$ cat src/rtl/seven_segment_scan_decoder.sv
// -----------------------------------------------------------------------------
// seven_segment_scan_decoder
//
// Receive-side monitor for a 4-digit multiplexed seven-segment display.
// Samples the active-low digit strobes and segment lines. Each stable
// strobe/segment pair is decoded back to a 4-bit code and stored per digit.
// The block reports completed frames, illegal segment patterns and a stalled
// scan.
//
// Parameters:
//   STABLE_CYCLES  : identical consecutive samples needed before commit (1..255)
//   TIMEOUT_CYCLES : cycles without a commit before scan_timeout (>= 8)
//
// Ports:
//   clk          in   system clock
//   reset        in   asynchronous, active-high reset
//   digit_in     in   [3:0] digit strobes, active-low, bit k selects digit k
//   display_in   in   [6:0] segments, active-low, {a,b,c,d,e,f,g}
//   err_clr      in   synchronous clear of sticky seg_error
//   bcd0..bcd3   out  [3:0] decoded code per digit (4'hF = none/illegal)
//   valid        out  full frame decoded and no timeout since
//   frame_done   out  one-cycle pulse when all four digits were committed
//   seg_error    out  sticky: an undecodable pattern was committed
//   scan_timeout out  no commit for TIMEOUT_CYCLES cycles
// -----------------------------------------------------------------------------
module seven_segment_scan_decoder #(
    parameter int unsigned STABLE_CYCLES  = 1,
    parameter int unsigned TIMEOUT_CYCLES = 1024
) (
    input  logic       clk,
    input  logic       reset,
    input  logic [3:0] digit_in,
    input  logic [6:0] display_in,
    input  logic       err_clr,
    output logic [3:0] bcd0,
    output logic [3:0] bcd1,
    output logic [3:0] bcd2,
    output logic [3:0] bcd3,
    output logic       valid,
    output logic       frame_done,
    output logic       seg_error,
    output logic       scan_timeout
);

    localparam int unsigned   TO_W       = $clog2(TIMEOUT_CYCLES + 1);
    localparam logic [7:0]    STABLE_MAX = 8'(STABLE_CYCLES);
    localparam logic [TO_W-1:0] TO_MAX   = TO_W'(TIMEOUT_CYCLES);

    function automatic logic strobe_legal(input logic [3:0] d);
        return (d == 4'b1110) || (d == 4'b1101) || (d == 4'b1011) || (d == 4'b0111);
    endfunction

    function automatic logic [1:0] strobe_index(input logic [3:0] d);
        case (d)
            4'b1101: return 2'd1;
            4'b1011: return 2'd2;
            4'b0111: return 2'd3;
            default: return 2'd0;
        endcase
    endfunction

    // Segment bits are active-low, so a '0' is a lit segment.
    function automatic logic [3:0] seg_decode(input logic [6:0] s);
        case (s)
            7'b0000001: return 4'd0;
            7'b1001111: return 4'd1;
            7'b0010010: return 4'd2;
            7'b0000110: return 4'd3;
            7'b1001100: return 4'd4;
            7'b0100100: return 4'd5;
            7'b0100000: return 4'd6;
            7'b0001111: return 4'd7;
            7'b0000000: return 4'd8;
            7'b0000100: return 4'd9;
            7'b1111110: return 4'd10;
            default:    return 4'hF;
        endcase
    endfunction

    // Registered state
    logic [3:0]       dig_q;
    logic [6:0]       seg_q;
    logic [7:0]       stab_q,   stab_d;
    logic             reach_q,  reach_d;
    logic [3:0]       seen_q,   seen_d;
    logic [TO_W-1:0]  to_q,     to_d;
    logic [3:0][3:0]  bcd_q,    bcd_d;
    logic             valid_q,  valid_d;
    logic             done_q,   done_d;
    logic             err_q,    err_d;
    logic             tmo_q,    tmo_d;

    // Combinational helpers
    logic       in_legal;
    logic       same_pair;
    logic       commit;
    logic [1:0] commit_idx;
    logic [3:0] commit_code;
    logic [3:0] seen_set;

    // NOTE: every signal driven here gets a default first so no path leaves it
    // unassigned, which would otherwise infer a latch.
    always_comb begin
        in_legal  = strobe_legal(digit_in);
        same_pair = ({digit_in, display_in} == {dig_q, seg_q});

        // Dwell counter: counts identical legal samples, restarts on change.
        stab_d = 8'd0;
        if (in_legal && same_pair) begin
            stab_d = (stab_q == STABLE_MAX) ? stab_q : stab_q + 8'd1;
        end else if (in_legal) begin
            stab_d = 8'd1;
        end

        // Flag the single edge on which the dwell first becomes long enough.
        // A saturated hold does not re-trigger. The commit itself happens one
        // edge later from the sample register, so the outputs update
        // STABLE_CYCLES edges after the first sample.
        reach_d = in_legal && (stab_d == STABLE_MAX) &&
                  !(same_pair && (stab_q == STABLE_MAX));

        commit      = reach_q;
        commit_idx  = strobe_index(dig_q);
        commit_code = seg_decode(seg_q);
        seen_set    = seen_q | (4'b0001 << commit_idx);

        bcd_d   = bcd_q;
        seen_d  = seen_q;
        valid_d = valid_q;
        done_d  = 1'b0;
        to_d    = to_q;
        tmo_d   = tmo_q;

        if (commit) begin
            bcd_d[commit_idx] = commit_code;
            to_d  = '0;
            tmo_d = 1'b0;
            if (seen_set == 4'b1111) begin
                done_d  = 1'b1;
                valid_d = 1'b1;
                seen_d  = 4'b0000;
            end else begin
                seen_d = seen_set;
            end
        end else if (to_q != TO_MAX) begin
            to_d = to_q + 1'b1;
            if (to_d == TO_MAX) begin
                tmo_d   = 1'b1;
                valid_d = 1'b0;
                seen_d  = 4'b0000;
            end
        end

        // Setting has priority over the clear.
        err_d = err_q;
        if (commit && (commit_code == 4'hF)) begin
            err_d = 1'b1;
        end else if (err_clr) begin
            err_d = 1'b0;
        end
    end

    // NOTE: state is updated with non-blocking assignments so every register
    // samples the pre-edge values, independent of statement order.
    always_ff @(posedge clk or posedge reset) begin
        if (reset) begin
            dig_q   <= 4'b1111;
            seg_q   <= 7'b1111111;
            stab_q  <= 8'd0;
            reach_q <= 1'b0;
            seen_q  <= 4'b0000;
            to_q    <= '0;
            bcd_q   <= {4{4'hF}};
            valid_q <= 1'b0;
            done_q  <= 1'b0;
            err_q   <= 1'b0;
            tmo_q   <= 1'b0;
        end else begin
            dig_q   <= digit_in;
            seg_q   <= display_in;
            stab_q  <= stab_d;
            reach_q <= reach_d;
            seen_q  <= seen_d;
            to_q    <= to_d;
            bcd_q   <= bcd_d;
            valid_q <= valid_d;
            done_q  <= done_d;
            err_q   <= err_d;
            tmo_q   <= tmo_d;
        end
    end

    assign bcd0         = bcd_q[0];
    assign bcd1         = bcd_q[1];
    assign bcd2         = bcd_q[2];
    assign bcd3         = bcd_q[3];
    assign valid        = valid_q;
    assign frame_done   = done_q;
    assign seg_error    = err_q;
    assign scan_timeout = tmo_q;

endmodule

$ cat config.mk
export PLATFORM = sky130hd
export DESIGN_NAME = seven_segment_scan_decoder
export DESIGN_NICKNAME = d
export VERILOG_FILES = /design/src/rtl/seven_segment_scan_decoder.sv
export SDC_FILE = /design/constraint.sdc
export NUM_CORES = 1
export LEC_CHECK = 0
export CORE_UTILIZATION = 52
export DETAILED_ROUTE_END_ITERATION = 10
export GPL_TIMING_DRIVEN = 0
export PLACE_DENSITY = 0.75
export SLEW_MARGIN = 10
export SYNTH_ARGS = -nofsm -noshare
export SYNTH_HDL_FRONTEND = slang
export SYNTH_SLANG_ARGS = --single-unit
$ cat constraint.sdc
create_clock -name clk -period 5.65 [get_ports clk]
set_input_delay 0.565 -clock clk [delete_from_list [all_inputs] [get_ports clk]]
set_output_delay 0.565 -clock clk [all_outputs]
set_load 0.02 [all_outputs]
==> run summary, run 1 <==
Once layout is done, the placed cells without fillers occupy 3527 sq um. The library cells used most frequently in the layout, excluding fill and tap cells, are 33 x clkdlybuf4s50_1, 29 x nor2_1, 28 x dfrtp_1, 27 x dfstp_2, 21 x xnor2_1. Total of buffers placed on input and output ports: 33.

After detailed routing, the number of remaining DRC violations is 0. The global-route wire length before repair was 9715 microns; the share of flip-flops with an asynchronous set or reset after synthesis was 1.000. TritonCTS built the clock tree. The logs give 55 for the clock sink count and 123 for the number of design-rule violations left by the first detailed-router iteration.

The H-tree was split into 2 levels. The routed layout has 2185 vias. For this run, the leading register cell type out of synthesis is dfrtp_1.

The largest fanout on the critical path came out at 8. The relative max-transition margin was 0.4472; the net count after synthesis was 300. The number of enable-type register cells in the synthesized netlist came out at 0.

Final number of hold-violating endpoints: 0. In this run, synthesis produced a sequential element count of 55. The area growth from synthesis to final layout came out at 17.80%. The run gives 2460 ps as the arrival time of the worst setup path. Entering global routing, the biggest net connects 31 pins. The logs give 476.9 ps for the final hold slack and 5 for the TritonCTS buffer count. The total area inside the core boundary comes to 5540 sq um. In this run the horizontal extent of the chip is 77.88 microns. Derived from the worst setup path, the maximum achievable clock frequency is 0.4542 GHz.

The biggest area contributor in the post-synthesis netlist is dfstp_2. The proportion of netlist area held by the largest area contributor came out at 0.2369. Setup violations remaining at the end of the flow were counted as 0. The tree is rooted in a clkbuf_8. The flow ran to the end, and the final reports show no timing, DRC or antenna violations. In this run the deepest clock path goes through 2 buffers. The overflow left after global routing is 0. The critical path ends at seen_q[2].

In this run the count of I/O pins placed on the die edge is 34. The routed wire length per instance is 14.03 microns. The latest clock arrival within the worst-skew pair came out at 310 ps. The tightest min-delay check is of the reg2reg type. In this run the core area contains 27 standard-cell rows.

0 antenna diodes ended up in the layout. The share of the yosys chip area belonging to registers was 0.4710; the number of cells upsized or downsized after cts was 0. The slew of the pin with the lowest slew margin was 822.9 ps; the number of global-route vias before repair was 2057. Yosys attributes the largest share of cell area to dfstp_2 24%, dfrtp_1 23%, xnor2_1 6.1%. The portion of the clock cycle consumed by the worst path in the final layout is 0.3897. Wires add up to 5554 microns.

For the mapped cell area, the log shows 2994 sq um. Critical register-to-register path startpoint: dig_q[3]. The routed design could run at a clock period as short as 2202 ps. Setup repair after global routing left no endpoint under its margin. The post-CTS repair timing setup buffer count was 0; the number of slew-limit violations in the final report was 0. The most common library cell in the layout ignoring fill and taps is clkdlybuf4s50_1. The setup skew after layout was 7.408 ps; the clock transition time at the flip-flop clock pins of the worst setup and hold paths was 100 ps. In this run the power density over the cells is 299.2 nW/um^2. The worst setup path startpoint is dig_q[3]. The worst register-to-register path ends at seen_q[2].

For the number of antenna violations at the first check in global routing, the log shows 0. After routing, the total negative slack on setup checks comes to 0 ps. The layout cell share with drive strength beyond 1 is 0.2222, and the instance area at placement is 3435 sq um. The effective utilization at floorplan was 0.5404; the total leakage power was 1.396 nW. Total routing usage reported by global routing: 0.2051. The yosys synthesis warning count is 0, and the total die area is 6065 sq um.

For the worst flop-to-flop path, the logic depth is 6. Hold repair after CTS inserted 0 buffers. The tools report the number of nets in the finished design as 341. The share of the core filled with cells is 0.6366, and the per-cell via count in the routed design is 5.518.

The number of optimization iterations in the first detailed-route pass is 4, and the reg-to-reg setup timing slack is 3450 ps. Synthesis produced a netlist whose cell count is 282. The average size of a mapped cell is 10.62 sq um. Required arrival time at the worst endpoint: 5910 ps. STA classifies the critical path startpoint as a flip-flop.

Die height: 77.88 microns. The routability congestion estimate came out at 0.8219. The run gives 0 as the max-cap check violation count. The number of routed nets with antenna violations is 0.

Endpoint class of the critical path: a flip-flop. The startpoint-to-endpoint class of the critical path is reg2reg. For the detailed-placement wirelength estimate, the log shows 4110 microns.

The worst supply voltage drop on vdd came out at 191.9 uV. The number of different library cells used by synthesis comes to 62.
-- through the flow --
stage,instances,setup slack [ps],power (mW)
after detailed placement,388,3392,0.8400
after CTS,396,3484,1.065
after global placement,387,2798,0.8265
final,396,3448,1.055
after floorplan,282,3774,0.7256
after global routing,396,3188,1.114
-- sequential cells by signal (all words and copies together) (netlist names) --
| register | flops |
|---|---|
| stab_q | 8 |
| frame_done | 1 |
| bcd3 | 4 |
| seen_q | 4 |
| scan_timeout | 1 |
| commit | 1 |
| seg_error | 1 |
| bcd0 | 4 |
| bcd1 | 4 |
| to_q | 11 |
| seg_q | 7 |
| valid | 1 |
| bcd2 | 4 |
| dig_q | 4 |
-- worst min path at each step --
stage,start,endpoint,slack [ps],cells after the start
finish,bcd0[1],bcd0[1],480,2
global route,bcd0[1],bcd0[1],500,2
CTS,bcd0[1],bcd0[1],480,2
detailed placement,bcd0[1],bcd0[1],460,2
global placement,bcd0[1],bcd0[1],460,2
floorplan,seen_q[3],seen_q[3],460,1
-- final cells by class --
cell class	instances	area (sq um)
fillers	445	2013
multi-input cells	205	1491
plain buffers	13	58.81
flip-flops and latches	55	1410
inverters	9	33.78
clock buffers	5	68.82
clock inverters	3	23.77
repair buffers	34	350.3
well taps	72	90.09
-- routing by layer --
layer  part of all wire  up-vias  GRT usage
met2               0.47       34     0.3159
li1                   -     1091          -
met5                  0        -          0
met3              0.026        6    0.03882
met4              0.012        0    0.06792
met1               0.50     1054     0.2901
-- cells by family after synthesis --
group,count (synthesis),synth area share
buf+inv,22,0.03092
xor+xnor,30,0.08776
fa+ha+maj,4,0.01672
mux,16,0.05850
simple gates,104,0.1939
compound gates,51,0.1413
flops,55,0.4710
-- cell usage after synthesis, types with 3 or more instances --
cell and count:
xor2_1 9, o21ai_0 4, or3_1 4, nand4_1 7, dfstp_2 27, buf_2 8, ha_1 4, inv_1 9
clkbuf_1 5, nand3b_1 3, xnor2_1 21, dfrtp_1 28, mux2i_1 4, nand3_1 11, o21a_1 4, or2_2 4
nand2_1 16, mux2_2 12, a211oi_1 3, and3b_1 5, nor3_1 6, nor2_1 29, a21oi_1 13
-- report_power, final --
part / internal (mW) / leakage, nW / switching [mW] / total, mW
Clock: 0.0893 / 0.0486 / 0.134 / 0.224
Combinational: 0.152 / 0.689 / 0.143 / 0.295
Sequential: 0.480 / 0.659 / 0.0567 / 0.537
-- critical path, cell delays in order (launching register included) --
cell and delay, ps:
dfstp_2 530, clkbuf_1 270, a21oi_1 110, a2111oi_1 630
a2111oi_1 180, a41oi_2 270, o21a_1 160
No activity file was read; power rests on OpenSTA's default activity.
==> run 2: changes to the inputs <==
--- a/config.mk
+++ b/config.mk
@@ -5,10 +5,10 @@
 export SDC_FILE = /design/constraint.sdc
 export NUM_CORES = 1
 export LEC_CHECK = 0
-export CORE_UTILIZATION = 52
+export CORE_UTILIZATION = 51
 export DETAILED_ROUTE_END_ITERATION = 10
 export GPL_TIMING_DRIVEN = 0
-export PLACE_DENSITY = 0.75
+export PLACE_DENSITY = 0.76
 export SLEW_MARGIN = 10
 export SYNTH_ARGS = -nofsm -noshare
 export SYNTH_HDL_FRONTEND = slang
==> constraint.sdc (replaced) <==
create_clock -name clk -period 1.85 [get_ports clk]
set_input_delay 0.185 -clock clk [delete_from_list [all_inputs] [get_ports clk]]
set_output_delay 0.185 -clock clk [all_outputs]
set_load 0.02 [all_outputs]
==> run 2 against run 1 <==
  * The flow now finishes with violations (setup timing)
  * Clock-buffer cell count up 2
  * Utilization up 8.9 points
  * Sequential cell count unchanged
  * Critical path depth unchanged
  * Global-route usage up 1.7 points
  * Fmax up 10%
  * Die area up 1.9%
  * Critical endpoint is now bcd0[0]
==> run summary, run 2 (synthesis results as in run 1) <==
The run finished, with violations left. The final reports fail on setup timing. The portion of the clock cycle consumed by the worst path in the final layout came out at 1.081. The relative max-transition margin is 0.5882, and the worst supply voltage drop on vdd is 484.0 uV. Number of buffers on the longest clock path: 2.

The total I/O pin count is 34, and the max-cap check violation count is 0. The residual DRC count was 0; the routed wire length per instance was 16.57 microns. Tracing the worst setup path back leads to its startpoint at seg_q[3].

At the pin with the least slew margin, the transition time is 614.4 ps. The number of antenna violations at the first check in global routing was 0. Setup violations remaining at the end of the flow were counted as 20. The multi-input combinational cells in the finished layout cover a total of 1754 sq um. The arrival time of the worst setup path came out at 2250 ps.

The power density over the cells came out at 895.6 nW/um^2. Setup repair after global routing could not meet its margin everywhere. Detailed routing inserted a total of 2393 vias. The endpoint of the most critical setup path is bcd0[0]. From synthesis to final layout, the design area changed by 35.02%.

The run gives 10770 microns as the global-route wire length before repair. The overflow left after global routing was 0. The clock arrives with 8.508 ps of skew.

The run gives 0 as the final number of hold-violating endpoints. The most common library cell in the layout ignoring fill and taps was clkdlybuf4s50_1. The register with the highest flop count was to_q. The register with the most flip-flops in the layout has 11 of them.

The net count of the finished layout is 363. During placement, the flow inserted port buffers numbering 33. The longest individual stage delay on the worst path was 560 ps. For this design the static power due to leakage is 1.604 nW.

The startpoint identified for the worst register-to-register timing path is seg_q[3]. The number of antenna diodes came out at 0. After clock tree synthesis, the clock-pin slew on the worst setup and hold paths is 100 ps. Before antenna repair, the detailed router went through 4 iterations. The final layout contains routed wiring with a total length of 6926 microns. The tools report the highest attainable clock frequency as 0.5002 GHz.

The startpoint class of the critical path is a flip-flop. The HPWL after detailed placement is 4128 microns. The total routing usage reported by global routing came out at 0.2226. The reg-to-reg endpoint is bcd0[0].

The number of global-route vias before repair was 2255. The die is 78.62 microns wide. The largest fanout on the critical path is 8, and the maximum level of the CTS H-tree is 2. The slack of the critical path is -149.0 ps.

Startpoint-to-endpoint class of the critical path: reg2reg. The summed area of non-filler cells in the final layout was 4043 sq um. TritonCTS built the clock tree. The number of design-rule violations left by the first detailed-router iteration was 100; the reg-to-reg setup timing slack was -150 ps.

The number of slew-limit violations in the final report is 0. The largest registers in the layout are to_q: 11 flops, stab_q: 8 flops, seg_q: 7 flops. The tools report the sequential cell area as 1416 sq um. Using the TritonRoute via totals, the vias-per-cell ratio works out to 5.725. The root buffer cell chosen for the clock tree is clkbuf_8.

For the worst flop-to-flop path, the logic depth is 6. For the final routed database, the setup TNS stands at -1384 ps. The critical path goes through buf_6, or4_4, o21ai_2, o31a_1, o21ai_4, mux2_2. The endpoint class of the critical path is a flip-flop. The filler cells instantiated in the layout total 372. Measured along the y axis, the die boundary spans 78.62 microns. The effective utilization at floorplan is 0.5371, and the final critical delay including setup and external delays is 1999 ps. The path class of the tightest hold or removal check is in2async.

In the layout the commonest cells are 33 x clkdlybuf4s50_1, 27 x buf_4, 27 x nor2_1, 27 x dfstp_2, 23 x dfrtp_1. The number of buffers inserted for hold repair after clock tree synthesis came out at 0. The run gives 6181 sq um as the total die area. The clock reaches the later pin of the worst-skew pair after 320 ps.

At the end of routability-driven placement, the weighted congestion stood at 0.7983. Counting every sink on the clock net gives 55. Entering global routing, the biggest net connects 38 pins. Among all stages on the critical path, the largest delay is contributed by or4_4. In this run, CTS created clock tree buffers numbering 5. The floorplan has 27 rows. The layout cell share with drive strength beyond 1 was 0.3902; the instance area at placement was 3440 sq um. STA puts the critical path data required time at 2100 ps.

The tools report the placeable core area as 5574 sq um. The number of routed nets with antenna violations is 0.
==> run 2: layout make-up <==
| type | instances | area share |
|---|---|---|
| inverters | 9 | 0.008357 |
| repair buffers | 60 | 0.1349 |
| multi-input cells | 205 | 0.4339 |
| flip-flops and latches | 55 | 0.3504 |
| well taps | 72 | 0.02228 |
| clock inverters | 1 | 0.001857 |
| clock buffers | 7 | 0.02940 |
| plain buffers | 9 | 0.01888 |
==> run 2: repair_timing <==
action | 4_1_cts | 5_1_grt
buffers inserted | 17 | 9
pin swaps | 14 | 22
setup endpoints to repair | 38 | 31
gates resized for setup | 30 | 41
==> run 2: worst max-delay path, delay by kind of cell, from the launching register on <==
family	cells	cell delay, ps
buffers and inverters	1	130
AND/OR/NAND/NOR	1	560
multiplexers	1	280
flip-flops	1	400
AO/OA/AOI/OAI	3	560
==> run 2: report_power, final <==
group          internal, mW  total [mW]  leakage [nW]  switching (mW)
clock network         0.432       0.849        0.0607           0.417
logic                 0.585        1.11         0.892           0.524
registers              1.47        1.66         0.652           0.189
total                  2.49        3.62          1.60            1.13
==> run 2: worst min-delay path by stage <==
stage / cells past startpoint / startpoint / end / slack [ps]
detailed placement: 2 / bcd0[1] / bcd0[1] / 470
global placement: 2 / bcd0[1] / bcd0[1] / 460
CTS: 2 / reset / to_q[3] / 180
floorplan: 0 / digit_in[0] / dig_q[0] / 190
global route: 2 / reset / valid / 200
finish: 2 / reset / to_q[3] / 170
==> run 2: through the flow <==
stage	hold slack [ps]	power [mW]	cells	setup WS [ps]	utilization
6_report	169.7	3.620	418	-149.0	0.7253
3_5_place_dp	466.6	2.564	388	-322.3	0.6171
5_1_grt	204.5	3.790	418	-198.1	0.7253
2_1_floorplan	189.5	2.219	282	16.67	-
3_3_place_gp	460.1	2.527	387	-616.7	0.6135
4_1_cts	175.6	3.489	412	-69.64	0.6815
==> run 2: per-layer routing <==
| metal | routed length [microns] | track usage |
|---|---|---|
| met1 | 3056 | 0.3060 |
| met2 | 3466 | 0.3557 |
| met3 | 228 | 0.03837 |
| met4 | 175 | 0.07222 |
| met5 | 0 | 0 |
==> run 3: changes to the inputs <==
--- a/config.mk
+++ b/config.mk
@@ -5,6 +5,7 @@
 export SDC_FILE = /design/constraint.sdc
 export NUM_CORES = 1
 export LEC_CHECK = 0
+export CORE_MARGIN = 4
 export CORE_UTILIZATION = 51
 export DETAILED_ROUTE_END_ITERATION = 10
 export GPL_TIMING_DRIVEN = 0
==> run 3 against run 2 <==
  * The flow still finishes with violations (setup timing)
  * Power down 3.1%
  * Clock skew up 2.7 ps
  * Wire length down 2.7%
  * Fmax up 4.5%
  * Setup slack better by 85 ps
  * Clock-buffer cell count down 1
  * Non-clock buffer count down 4
  * Utilization down 2.0 points
  * Final cell count down 0.96%
  * Sequential share of layout area up 0.77 points
  * Via count down 0.50%
  * Critical path type unchanged
  * Highest routed layer unchanged
==> run summary, run 3 (synthesis results as in run 1) <==
The run gives 0.1838 as the total routing usage reported by global routing. For the residual DRC count, the log shows 0. The per-cell via count in the routed design is 5.751. The layout cell share with drive strength beyond 1 was 0.3480. The first global-routing pass estimated 10830 microns of wire.

The critical path goes through buf_8, or4_4, o21ai_2, o31a_1, o21ai_2, mux2_4. Via count: 2381. The share of the core filled with cells was 0.7048; the effective utilization at floorplan was 0.5339. The tool flagged a number of max-cap violations equal to 0. The repair_antennas step left the layout with diodes totalling 0. The number of global-route vias before repair is 2342.

The critical register-to-register path startpoint is seg_q[6]. Leaving out fill and tap cells, the most frequent cell in the layout is clkdlybuf4s50_1. The tree is rooted in a clkbuf_8. In this run the worst setup path begins at seg_q[6]. TritonCTS built the clock tree.

By instance count, the cell type seen most on the critical path is o21ai_2. The run finished, with violations left. Portion of the clock cycle consumed by the worst path in the final layout: 1.034.

The relative max-transition margin was 0.5602. Clock sink count: 55. The startpoint-to-endpoint class of the critical path is reg2reg. In the final routed layout, each cell accounts on average for 16.28 microns.

to_q holds more flip-flops than any other register. The buffer and inverter count on the worst path was 1; the setup skew after layout was 11.19 ps. Setup repair after global routing could not meet its margin everywhere.

The run gives 3447 sq um as the instance area at placement. Across the VDD grid, the largest voltage drop is 510.7 uV. At the end of routability-driven placement, the weighted congestion stood at 0.8175.

Detailed placement finished with a half-perimeter wire length of 4198 microns. The final reports fail on setup timing. The floorplan step defined a die boundary enclosing 7161 sq um. The run gives 2090 ps as the required arrival time at the worst endpoint.

The die width is 84.62 microns, and the number of buffers inserted for hold repair after clock tree synthesis is 0. Number of placement rows: 27. The final number of hold-violating endpoints was 0. No sink is reached through more buffers than the 2 on the longest clock path.

The total stage count of the critical path is 6, and the cell count of the worst reg-to-reg path is 6. The number of slew-limit violations in the final report came out at 0. For this run, the slowest stage of the critical path takes 540 ps. The path class of the tightest hold or removal check is in2async. Data on the critical path arrives at its endpoint at 2160 ps. The detailed router finished its first iteration with 104 violations.

The logs give -252.7 ps for the worst-case setup slack after placement and -60 ps for the reg-to-reg setup timing slack. Setup violations remaining at the end of the flow were counted as 16. For this run the aggregate overflow at the end of global routing stands at 0. Power spread over the standard cell area amounts to 887.3 nW/um^2. The register with the most flip-flops in the layout has 11 of them.

The highest attainable clock frequency was 0.5225 GHz. Across all hold checks on the routed design, the worst slack comes to 271.8 ps. The number of antenna violations at the first check in global routing is 0, and the slack of the critical path is -63.70 ps. For the finished layout, the period the worst path requires is 1914 ps. For this run, the post-layout net count is 359. For the total leakage power, the log shows 1.560 nW. The final layout contains routed wiring with a total length of 6739 microns. STA classifies the critical path endpoint as a flip-flop.

The slowest stage of the critical path is the or4_4 cell. The area growth from synthesis to final layout is 32.01%, and the number of routed nets with antenna violations is 0. The largest net degree at the start of global routing is 32.

In the layout the commonest cells are 33 x clkdlybuf4s50_1, 27 x nor2_1, 27 x dfstp_2, 24 x dfrtp_1, 22 x buf_4. For the pin with the worst max-slew slack, the measured transition is 658.7 ps. For the summed area of non-filler cells in the final layout, the log shows 3953 sq um. The core region is 5608 sq um. The clock reaches the later pin of the worst-skew pair after 310 ps.

Of all nets on the critical path, the largest fanout is 5. For this run, the detailed router's first-pass iteration total came to 4. Clock tree synthesis inserted a total of 5 buffers. Clock transition time at the flip-flop clock pins of the worst setup and hold paths: 110 ps. Die height: 84.62 microns. The maximum level of the CTS H-tree was 2. Broken down by cell family, the worst path's largest delay share belongs to simple AND/OR/NAND/NOR gates.

34 I/O pins were placed. Buffers placed on the I/O ports in this run total 33. STA classifies the critical path startpoint as a flip-flop. The largest registers in the layout are to_q: 11 flops, stab_q: 8 flops, seg_q: 7 flops. The completed layout was analyzed and its total power is 3.507 mW.
run 3: changes by cell type in the layout (fill, tap and decap cells not counted), sizes merged:
cell      delta
inv          +1
bufinv       +1
clkinvlp     -1
buf          -4
clkbuf       -1
run 3: per-stage QoR:
stage / std cells / setup TNS (ps)
after floorplan: 282 / 0
after global placement: 387 / -25060
after detailed placement: 388 / -4216
after CTS: 410 / -198.7
after global routing: 414 / -2052
final: 414 / -644.3
run 3: repair_timing:
action | in CTS | in global routing
setup buffers | 15 | 7
pin swaps | 15 | 14
resized for setup | 35 | 21
endpoints found under the setup margin | 36 | 35
run 3: final cells by class:
type | count | area (sq um)
flip-flops and latches | 55 | 1415
plain buffers | 9 | 80.08
inverters | 9 | 33.78
fillers | 416 | 1655
clock buffers | 6 | 72.57
repair buffers | 56 | 535.5
well taps | 72 | 90.09
multi-input cells | 205 | 1689
clock inverters | 2 | 36.28
run 3: routing by layer:
metal  track usage  share of wire  routed length (microns)
met5             0              0                        0
met4       0.06619          0.018                      118
met3       0.03827          0.036                      243
met2        0.3082           0.52                     3488
met1        0.2345           0.43                     2889
run 3: path summary, 6_finish.rpt:
kind / to
max in group asynchronous: bcd0[1]
min in group clk: seg_q[0]
hold / removal: stab_q[3]
setup reg to reg: bcd0[0]
setup / recovery: bcd0[0]
hold reg to reg: bcd0[1]
run 3: power breakdown:
part	leakage, nW	internal [mW]	switching [mW]
Sequential	0.653	1.47	0.179
Combinational	0.851	0.546	0.497
Clock	0.0557	0.406	0.407
Total	1.56	2.42	1.08
